`src/rtl/mac_block_param_pkg.sv`:
```
// Shared constants for the parametrised MAC slice: default widths and the
// precision mode encodings (limb count N = 2**mode).
package mac_block_param_pkg;

   localparam int MAC_MIN_W_DEF  = 8;
   localparam int MAC_LANES_DEF  = 4;
   localparam int MAC_ACC_W_DEF  = 48;
   localparam int MAC_MODE_W_DEF = 3;

   localparam int MAC_MODE_X1  = 0;
   localparam int MAC_MODE_X2  = 1;
   localparam int MAC_MODE_X4  = 2;
   localparam int MAC_MODE_X8  = 3;
   localparam int MAC_MODE_X16 = 4;

   // Number of A limbs selected by a mode value.
   function automatic int mac_limb_count(input int mode);
      return 1 << mode;
   endfunction

endpackage

```
`src/rtl/mac_block_param_if.sv`:
```
// Operand/control/result bundle between the array controller and one MAC column.
interface mac_block_param_if #(
   parameter int MIN_W  = 8,
   parameter int LANES  = 4,
   parameter int ACC_W  = 48,
   parameter int MODE_W = 3
);
   // Handshake: an op is taken on a rising edge when en=1 and in_valid=1; there
   // is no ready, en is a global stall. out_valid marks a new c for one enabled
   // cycle and holds together with c/ovf while en=0.
   logic                   en;
   logic                   in_valid;
   logic [MODE_W-1:0]      mode;
   logic                   acc_en;
   logic                   start;
   logic [ACC_W-1:0]       init_val;
   logic [LANES*MIN_W-1:0] a;
   logic [MIN_W-1:0]       b;
   logic                   out_valid;
   logic [ACC_W-1:0]       c;
   logic                   ovf;

   modport master (
      output en, in_valid, mode, acc_en, start, init_val, a, b,
      input  out_valid, c, ovf
   );

   modport slave (
      input  en, in_valid, mode, acc_en, start, init_val, a, b,
      output out_valid, c, ovf
   );

endinterface

```
`src/rtl/mac_wide_mult.sv`:
```
// Combinational wide multiplier: top N lanes of A times one B word, built from
// per-lane products summed at MIN_W-limb offsets. Illegal modes give zero.
module mac_wide_mult
   import mac_block_param_pkg::*;
#(
   parameter int MIN_W  = 8,
   parameter int LANES  = 4,
   parameter int MODE_W = 3,
   localparam int PW    = (LANES + 1) * MIN_W
) (
   input  logic [LANES*MIN_W-1:0] a_i,
   input  logic [MIN_W-1:0]       b_i,
   input  logic [MODE_W-1:0]      mode_i,
   output logic [PW-1:0]          p_o
);

   localparam int LOG_L = $clog2(LANES);

   logic [2*MIN_W-1:0] lane_p [LANES];
   logic [PW-1:0]      term   [LANES];

   for (genvar k = 0; k < LANES; k++) begin : g_lane
      assign lane_p[k] = {{MIN_W{1'b0}}, a_i[k*MIN_W +: MIN_W]} * {{MIN_W{1'b0}}, b_i};
   end

   // Lane k sits at limb k-(LANES-N); lanes below LANES-N are masked off.
   always_comb begin
      int n;
      n = 0;
      if (int'(mode_i) <= LOG_L) n = mac_limb_count(int'(mode_i));
      for (int k = 0; k < LANES; k++) begin
         term[k] = '0;
         if (n != 0 && k >= LANES - n)
            term[k] = PW'(lane_p[k]) << ((k - (LANES - n)) * MIN_W);
      end
   end

   always_comb begin
      p_o = '0;
      for (int k = 0; k < LANES; k++) p_o = p_o + term[k];
   end

endmodule

```
`src/rtl/mac_block_param.sv`:
```
// One MAC column: wide multiply in stage 1, pass-through or accumulate in
// stage 2, with global stall, per-op accumulator seed and sticky overflow.
module mac_block_param
   import mac_block_param_pkg::*;
#(
   parameter int MIN_W  = MAC_MIN_W_DEF,
   parameter int LANES  = MAC_LANES_DEF,
   parameter int ACC_W  = MAC_ACC_W_DEF,
   parameter int MODE_W = MAC_MODE_W_DEF
) (
   input  logic              clk,
   input  logic              rst,
   mac_block_param_if.slave  bus
);

   localparam int PW = (LANES + 1) * MIN_W;

   logic [PW-1:0]    prod;
   logic [ACC_W-1:0] prod_fit;
   logic             trunc_d;

   mac_wide_mult #(
      .MIN_W  (MIN_W),
      .LANES  (LANES),
      .MODE_W (MODE_W)
   ) u_mult (
      .a_i    (bus.a),
      .b_i    (bus.b),
      .mode_i (bus.mode),
      .p_o    (prod)
   );

   if (PW > ACC_W) begin : g_trunc
      assign prod_fit = prod[ACC_W-1:0];
      assign trunc_d  = |prod[PW-1:ACC_W];
   end else begin : g_ext
      assign prod_fit = ACC_W'(prod);
      assign trunc_d  = 1'b0;
   end

   // Stage 1 registers
   logic             v1_q;
   logic [ACC_W-1:0] p1_q;
   logic             acc_en1_q;
   logic             start1_q;
   logic [ACC_W-1:0] init1_q;
   logic             trunc1_q;

   always_ff @(posedge clk or posedge rst) begin
      if (rst) begin
         v1_q      <= 1'b0;
         p1_q      <= '0;
         acc_en1_q <= 1'b0;
         start1_q  <= 1'b0;
         init1_q   <= '0;
         trunc1_q  <= 1'b0;
      end else if (bus.en) begin
         v1_q <= bus.in_valid;
         if (bus.in_valid) begin
            p1_q      <= prod_fit;
            acc_en1_q <= bus.acc_en;
            start1_q  <= bus.start;
            init1_q   <= bus.init_val;
            trunc1_q  <= trunc_d;
         end
      end
   end

   // Stage 2: accumulator, result and flag
   logic [ACC_W-1:0] acc_q, acc_d;
   logic [ACC_W-1:0] c_q, c_d;
   logic             ovf_q, ovf_d;
   logic             out_valid_q;
   logic [ACC_W-1:0] base;
   logic [ACC_W:0]   sum;

   // acc_q already holds the previous stage-2 result, so back-to-back
   // accumulation needs no forwarding path.
   assign base = start1_q ? init1_q : acc_q;
   assign sum  = {1'b0, base} + {1'b0, p1_q};

   always_comb begin
      acc_d = acc_q;
      c_d   = c_q;
      ovf_d = ovf_q;
      if (v1_q) begin
         if (acc_en1_q) begin
            acc_d = sum[ACC_W-1:0];
            c_d   = sum[ACC_W-1:0];
            ovf_d = (start1_q ? 1'b0 : ovf_q) | sum[ACC_W] | trunc1_q;
         end else begin
            c_d   = p1_q;
            ovf_d = ovf_q | trunc1_q;
         end
      end
   end

   always_ff @(posedge clk or posedge rst) begin
      if (rst) begin
         acc_q       <= '0;
         c_q         <= '0;
         ovf_q       <= 1'b0;
         out_valid_q <= 1'b0;
      end else if (bus.en) begin
         acc_q       <= acc_d;
         c_q         <= c_d;
         ovf_q       <= ovf_d;
         out_valid_q <= v1_q;
      end
   end

   assign bus.out_valid = out_valid_q;
   assign bus.c         = c_q;
   assign bus.ovf       = ovf_q;

endmodule

```
`src/flat_wrapper.sv`:
```
// flat-port wrapper written by rule: the top's interface ports become plain ports
module mac_block_param_flat import mac_block_param_pkg::*;
#(
   parameter int MIN_W  = MAC_MIN_W_DEF,
   parameter int LANES  = MAC_LANES_DEF,
   parameter int ACC_W  = MAC_ACC_W_DEF,
   parameter int MODE_W = MAC_MODE_W_DEF
)
  (clk, rst, bus_en, bus_in_valid, bus_mode, bus_acc_en, bus_start, bus_init_val, bus_a, bus_b, bus_out_valid, bus_c, bus_ovf);
  mac_block_param_if #(.MIN_W(MIN_W), .LANES(LANES), .ACC_W(ACC_W), .MODE_W(MODE_W)) bus_i ();
  input  logic clk;
  input  logic rst;
  input wire logic [$bits(bus_i.en)-1:0] bus_en;
  input wire logic [$bits(bus_i.in_valid)-1:0] bus_in_valid;
  input wire logic [$bits(bus_i.mode)-1:0] bus_mode;
  input wire logic [$bits(bus_i.acc_en)-1:0] bus_acc_en;
  input wire logic [$bits(bus_i.start)-1:0] bus_start;
  input wire logic [$bits(bus_i.init_val)-1:0] bus_init_val;
  input wire logic [$bits(bus_i.a)-1:0] bus_a;
  input wire logic [$bits(bus_i.b)-1:0] bus_b;
  output wire logic [$bits(bus_i.out_valid)-1:0] bus_out_valid;
  output wire logic [$bits(bus_i.c)-1:0] bus_c;
  output wire logic [$bits(bus_i.ovf)-1:0] bus_ovf;
  assign bus_i.en = bus_en;
  assign bus_i.in_valid = bus_in_valid;
  assign bus_i.mode = bus_mode;
  assign bus_i.acc_en = bus_acc_en;
  assign bus_i.start = bus_start;
  assign bus_i.init_val = bus_init_val;
  assign bus_i.a = bus_a;
  assign bus_i.b = bus_b;
  assign bus_out_valid = bus_i.out_valid;
  assign bus_c = bus_i.c;
  assign bus_ovf = bus_i.ovf;
  mac_block_param #(.MIN_W(MIN_W), .LANES(LANES), .ACC_W(ACC_W), .MODE_W(MODE_W)) u_core (.clk(clk), .rst(rst), .bus(bus_i));
endmodule
```
`config.mk`:
```
export PLATFORM = sky130hd
export DESIGN_NAME = mac_block_param_flat
export DESIGN_NICKNAME = d
export VERILOG_FILES = /design/src/rtl/mac_block_param_pkg.sv /design/src/rtl/mac_block_param_if.sv /design/src/rtl/mac_wide_mult.sv /design/src/rtl/mac_block_param.sv /design/src/flat_wrapper.sv
export SDC_FILE = /design/constraint.sdc
export NUM_CORES = 1
export LEC_CHECK = 0
export ABC_CLOCK_PERIOD_IN_PS = 9600
export CAP_MARGIN = 20
export CORE_MARGIN = 2
export CORE_UTILIZATION = 65
export CTS_CLUSTER_SIZE = 16
export DETAILED_ROUTE_END_ITERATION = 10
export PLACE_DENSITY = 0.95
export SLEW_MARGIN = 5
export SYNTH_ARGS = -nofsm -noshare
export SYNTH_HDL_FRONTEND = slang
export SYNTH_HIERARCHICAL = 1
export SYNTH_SLANG_ARGS = --single-unit
```
`constraint.sdc`:
```
create_clock -name clk -period 9.6 [get_ports clk]
set_clock_uncertainty 0.1 [all_clocks]
set_input_delay 1.44 -clock clk [delete_from_list [all_inputs] [get_ports clk]]
set_output_delay 1.44 -clock clk [all_outputs]
set_load 0.02 [all_outputs]
```
==> out/qor.txt <==
Clock latency on the worst-skew pair -> 0.46 ns
Ys Warns -> 6
Post-synthesis cell area -> 24410 um2
Synth unique cells -> 97
CTS clk-pin slew, worst paths -> 0.07 ns
Worst setup margin -> -0.02776 ns
Final wirelength -> 74.56 mm
Total Routing Usage GR -> 37.22%
Area delta synth->final -> 15.90%
Peak supply drop -> 180.6 uV
Period Utilization, post-route -> 100.3%
Most common cell after layout, fill and taps aside -> inv_1
Status -> finished, violations left
# DRC -> 0
CP max stage cell -> fa_1
CTS root buf -> clkbuf_16
Critical path type -> input pin to flip-flop
DR vias/cell -> 6.403
Final setup violation count -> 1
Antenna violations before repair -> 1
Crit path buf inv count -> 9
Number of diodes -> 0
WL met2 -> 35.50 mm
Core Util, Final -> 76.90%
Die height -> 197.8 um
Total CTS buffers -> 17
Seq cells post-synth -> 189
Worst EP arrival -> 9.87 ns
Max H-tree Level -> 4
Delay-heaviest family, CP -> adder cells
Slew Viols, Final -> 0
Row count -> 70
Hold Vio Cnt, Final -> 0
Total power -> 5.298 mW
Pwr Density -> 187.3 nW/um2
Antenna-violating nets left -> 0
Nets -> 3606
WL/cell -> 21.09 um
Synth async-reset ratio -> 100.0%
Max_slew headroom -> 23.25%
CP required -> 9.84 ns
Worst-margin pin slew -> 1.149 ns
Syn Inst Count -> 2815
Post-synth EDFFs -> 0
DR top layer -> met5
Worst hold path type -> flip-flop to flip-flop
# Max-Cap Violations -> 0
Most frequent cells in the layout -> inv_1 (394), nand2_1 (338), ha_1 (229), fa_1 (223), dfrtp_1 (188)
CP max FO -> 6
Largest net degree at the start of global routing -> 108
CTS max path bufs -> 2
Avg Inst Size Synth -> 8.671 um2
Hold Buf Count CTS -> 0
I/O pin total -> 147
Drt initial violations -> 2992
Clock Sinks -> 189
M1 WL -> 25.20 mm
Number of global-route vias before repair -> 23070
TritonCTS clock tree -> done
Routability cong. -> 1.192
DIE AREA -> 39120 um2
Die Span X -> 197.8 um
Core area -> 36790 um2
CP Launch Type -> input pin
Grt total ovfl -> 0
Share of cells above drive strength 1 -> 13.43%
Seq/Total Area, Yosys -> 19.38%
Post-synth top flop -> dfrtp_1
HPWL Detailed -> 55.52 mm
DR WL met3 -> 7.519 mm
Delay of the slowest critical-path stage -> 0.55 ns
First-pass GRT wire length -> 115.4 mm
Failing checks -> setup timing
Port Buffer Count -> 146
Crit end category -> flip-flop
Fillcell total -> 2166
Leakage -> 14.09 nW
Initial Util -> 66.35%
Total number of vias -> 22640
Fmax -> 0.1039 GHz
Tmin final -> 9.628 ns
Pre-antenna DRT Iters -> 7
## cells in the mapped netlist, types with 42 or more instances
cell,number,area (um2)
nand3_1,57,285.3
ha_1,232,2903
dfrtp_1,189,4730
inv_1,395,1483
clkbuf_1,94,352.8
xnor2_1,80,700.7
fa_1,223,4464
a21oi_1,134,670.6
and2_1,175,1095
o21ai_0,126,630.6
nor2_1,154,578.1
a21o_1,42,315.3
mux2_2,141,1588
nand2_1,342,1284
## tightest hold or removal path, delay by kind of cell (launching register included)
family / cells / cell delay [ns]
AND/OR/NAND/NOR: 1 / 0.04
flip-flops: 1 / 0.34
AO/OA/AOI/OAI: 1 / 0.06
## report_power, final
group	total, mW	switching (mW)	internal (mW)
logic	3.43	1.97	1.46
registers	1.16	0.153	1.00
clock network	0.708	0.333	0.375
total	5.30	2.46	2.84
## through the flow
step | worst slack (ns) | TNS, ns | cell area, um2 | cells | hold slack [ns]
6_report | -0.02776 | -0.02776 | 28290 | 3535 | 0.3783
5_1_grt | -0.2023 | -0.9802 | 28290 | 3535 | 0.3952
4_1_cts | 0.04376 | 0 | 27900 | 3527 | 0.3819
3_5_place_dp | -0.4952 | -4.522 | 27300 | 3495 | 0.3659
3_3_place_gp | -0.1387 | -0.6992 | 27300 | 3495 | 0.3530
2_1_floorplan | 0.4950 | 0 | 24500 | 2840 | 0.3418
## cell families after synthesis
family | after synthesis | share of synthesized area (%)
DFF | 189 | 19.38
xor gates and xnor gates | 122 | 4.408
AOI/OAI and AO/OA | 477 | 12.86
muxes | 162 | 7.366
adders and majority gates | 455 | 30.18
buffers and inverters | 503 | 7.787
and+or+nand+nor | 905 | 17.99
other | 2 | 0.03077
## path summary, 6_finish.rpt
path	startpoint	end	slack, ns	cells after the start
setup / recovery	bus_a[28]	u_core/p1_q[32]$_DFFE_PP0P_	-0.03	33
hold / removal	u_core/acc_q[5]$_DFFE_PP0P_	u_core/acc_q[5]$_DFFE_PP0P_	0.38	2
setup reg to reg	u_core/start1_q$_DFFE_PP0P_	u_core/bus.c[47]$_DFFE_PP0P_	4.83	12
hold reg to reg	u_core/acc_q[5]$_DFFE_PP0P_	u_core/acc_q[5]$_DFFE_PP0P_	0.38	2
max in group asynchronous	rst	u_core/acc_q[0]$_DFFE_PP0P_	6.72	4
min in group asynchronous	rst	u_core/bus.c[4]$_DFFE_PP0P_	1.43	2
## layer usage
| layer | up-vias | track usage [%] |
|---|---|---|
| met2 | 1684 | 63.56 |
| li1 | 9777 | - |
| met4 | 2 | 23.89 |
| met1 | 10630 | 42.57 |
| met5 | - | 0 |
| met3 | 545 | 7.767 |
## what timing repair did
item,4_1_cts,5_1_grt
setup endpoints to repair,1,17
resized for setup,1,61
pin swaps,1,27
gates cloned,0,1
buffers inserted,0,5
## registers in the layout, indices dropped and copies added, names as in the netlist
signal / flops
u_core/bus.c: 48
u_core/p1_q: 40
u_core/start1_q: 1
u_core/init1_q: 48
u_core/acc_en1_q: 1
u_core/acc_q: 48
u_core/v1_q: 1
u_core/bus.ovf: 1
u_core/bus.out_valid: 1
## cell type report
cell class | instances | area, um2 | share of cell area, %
Timing Repair Buffer | 301 | 2745 | 9.704
Multi-Input combinational cell | 2148 | 18140 | 64.12
Inverter | 397 | 1495 | 5.285
Tap cell | 468 | 585.6 | 2.070
Sequential cell | 189 | 4731 | 16.72
Clock buffer | 19 | 442.9 | 1.566
Clock inverter | 13 | 148.9 | 0.5263
No activity file was read; power rests on OpenSTA's default activity.
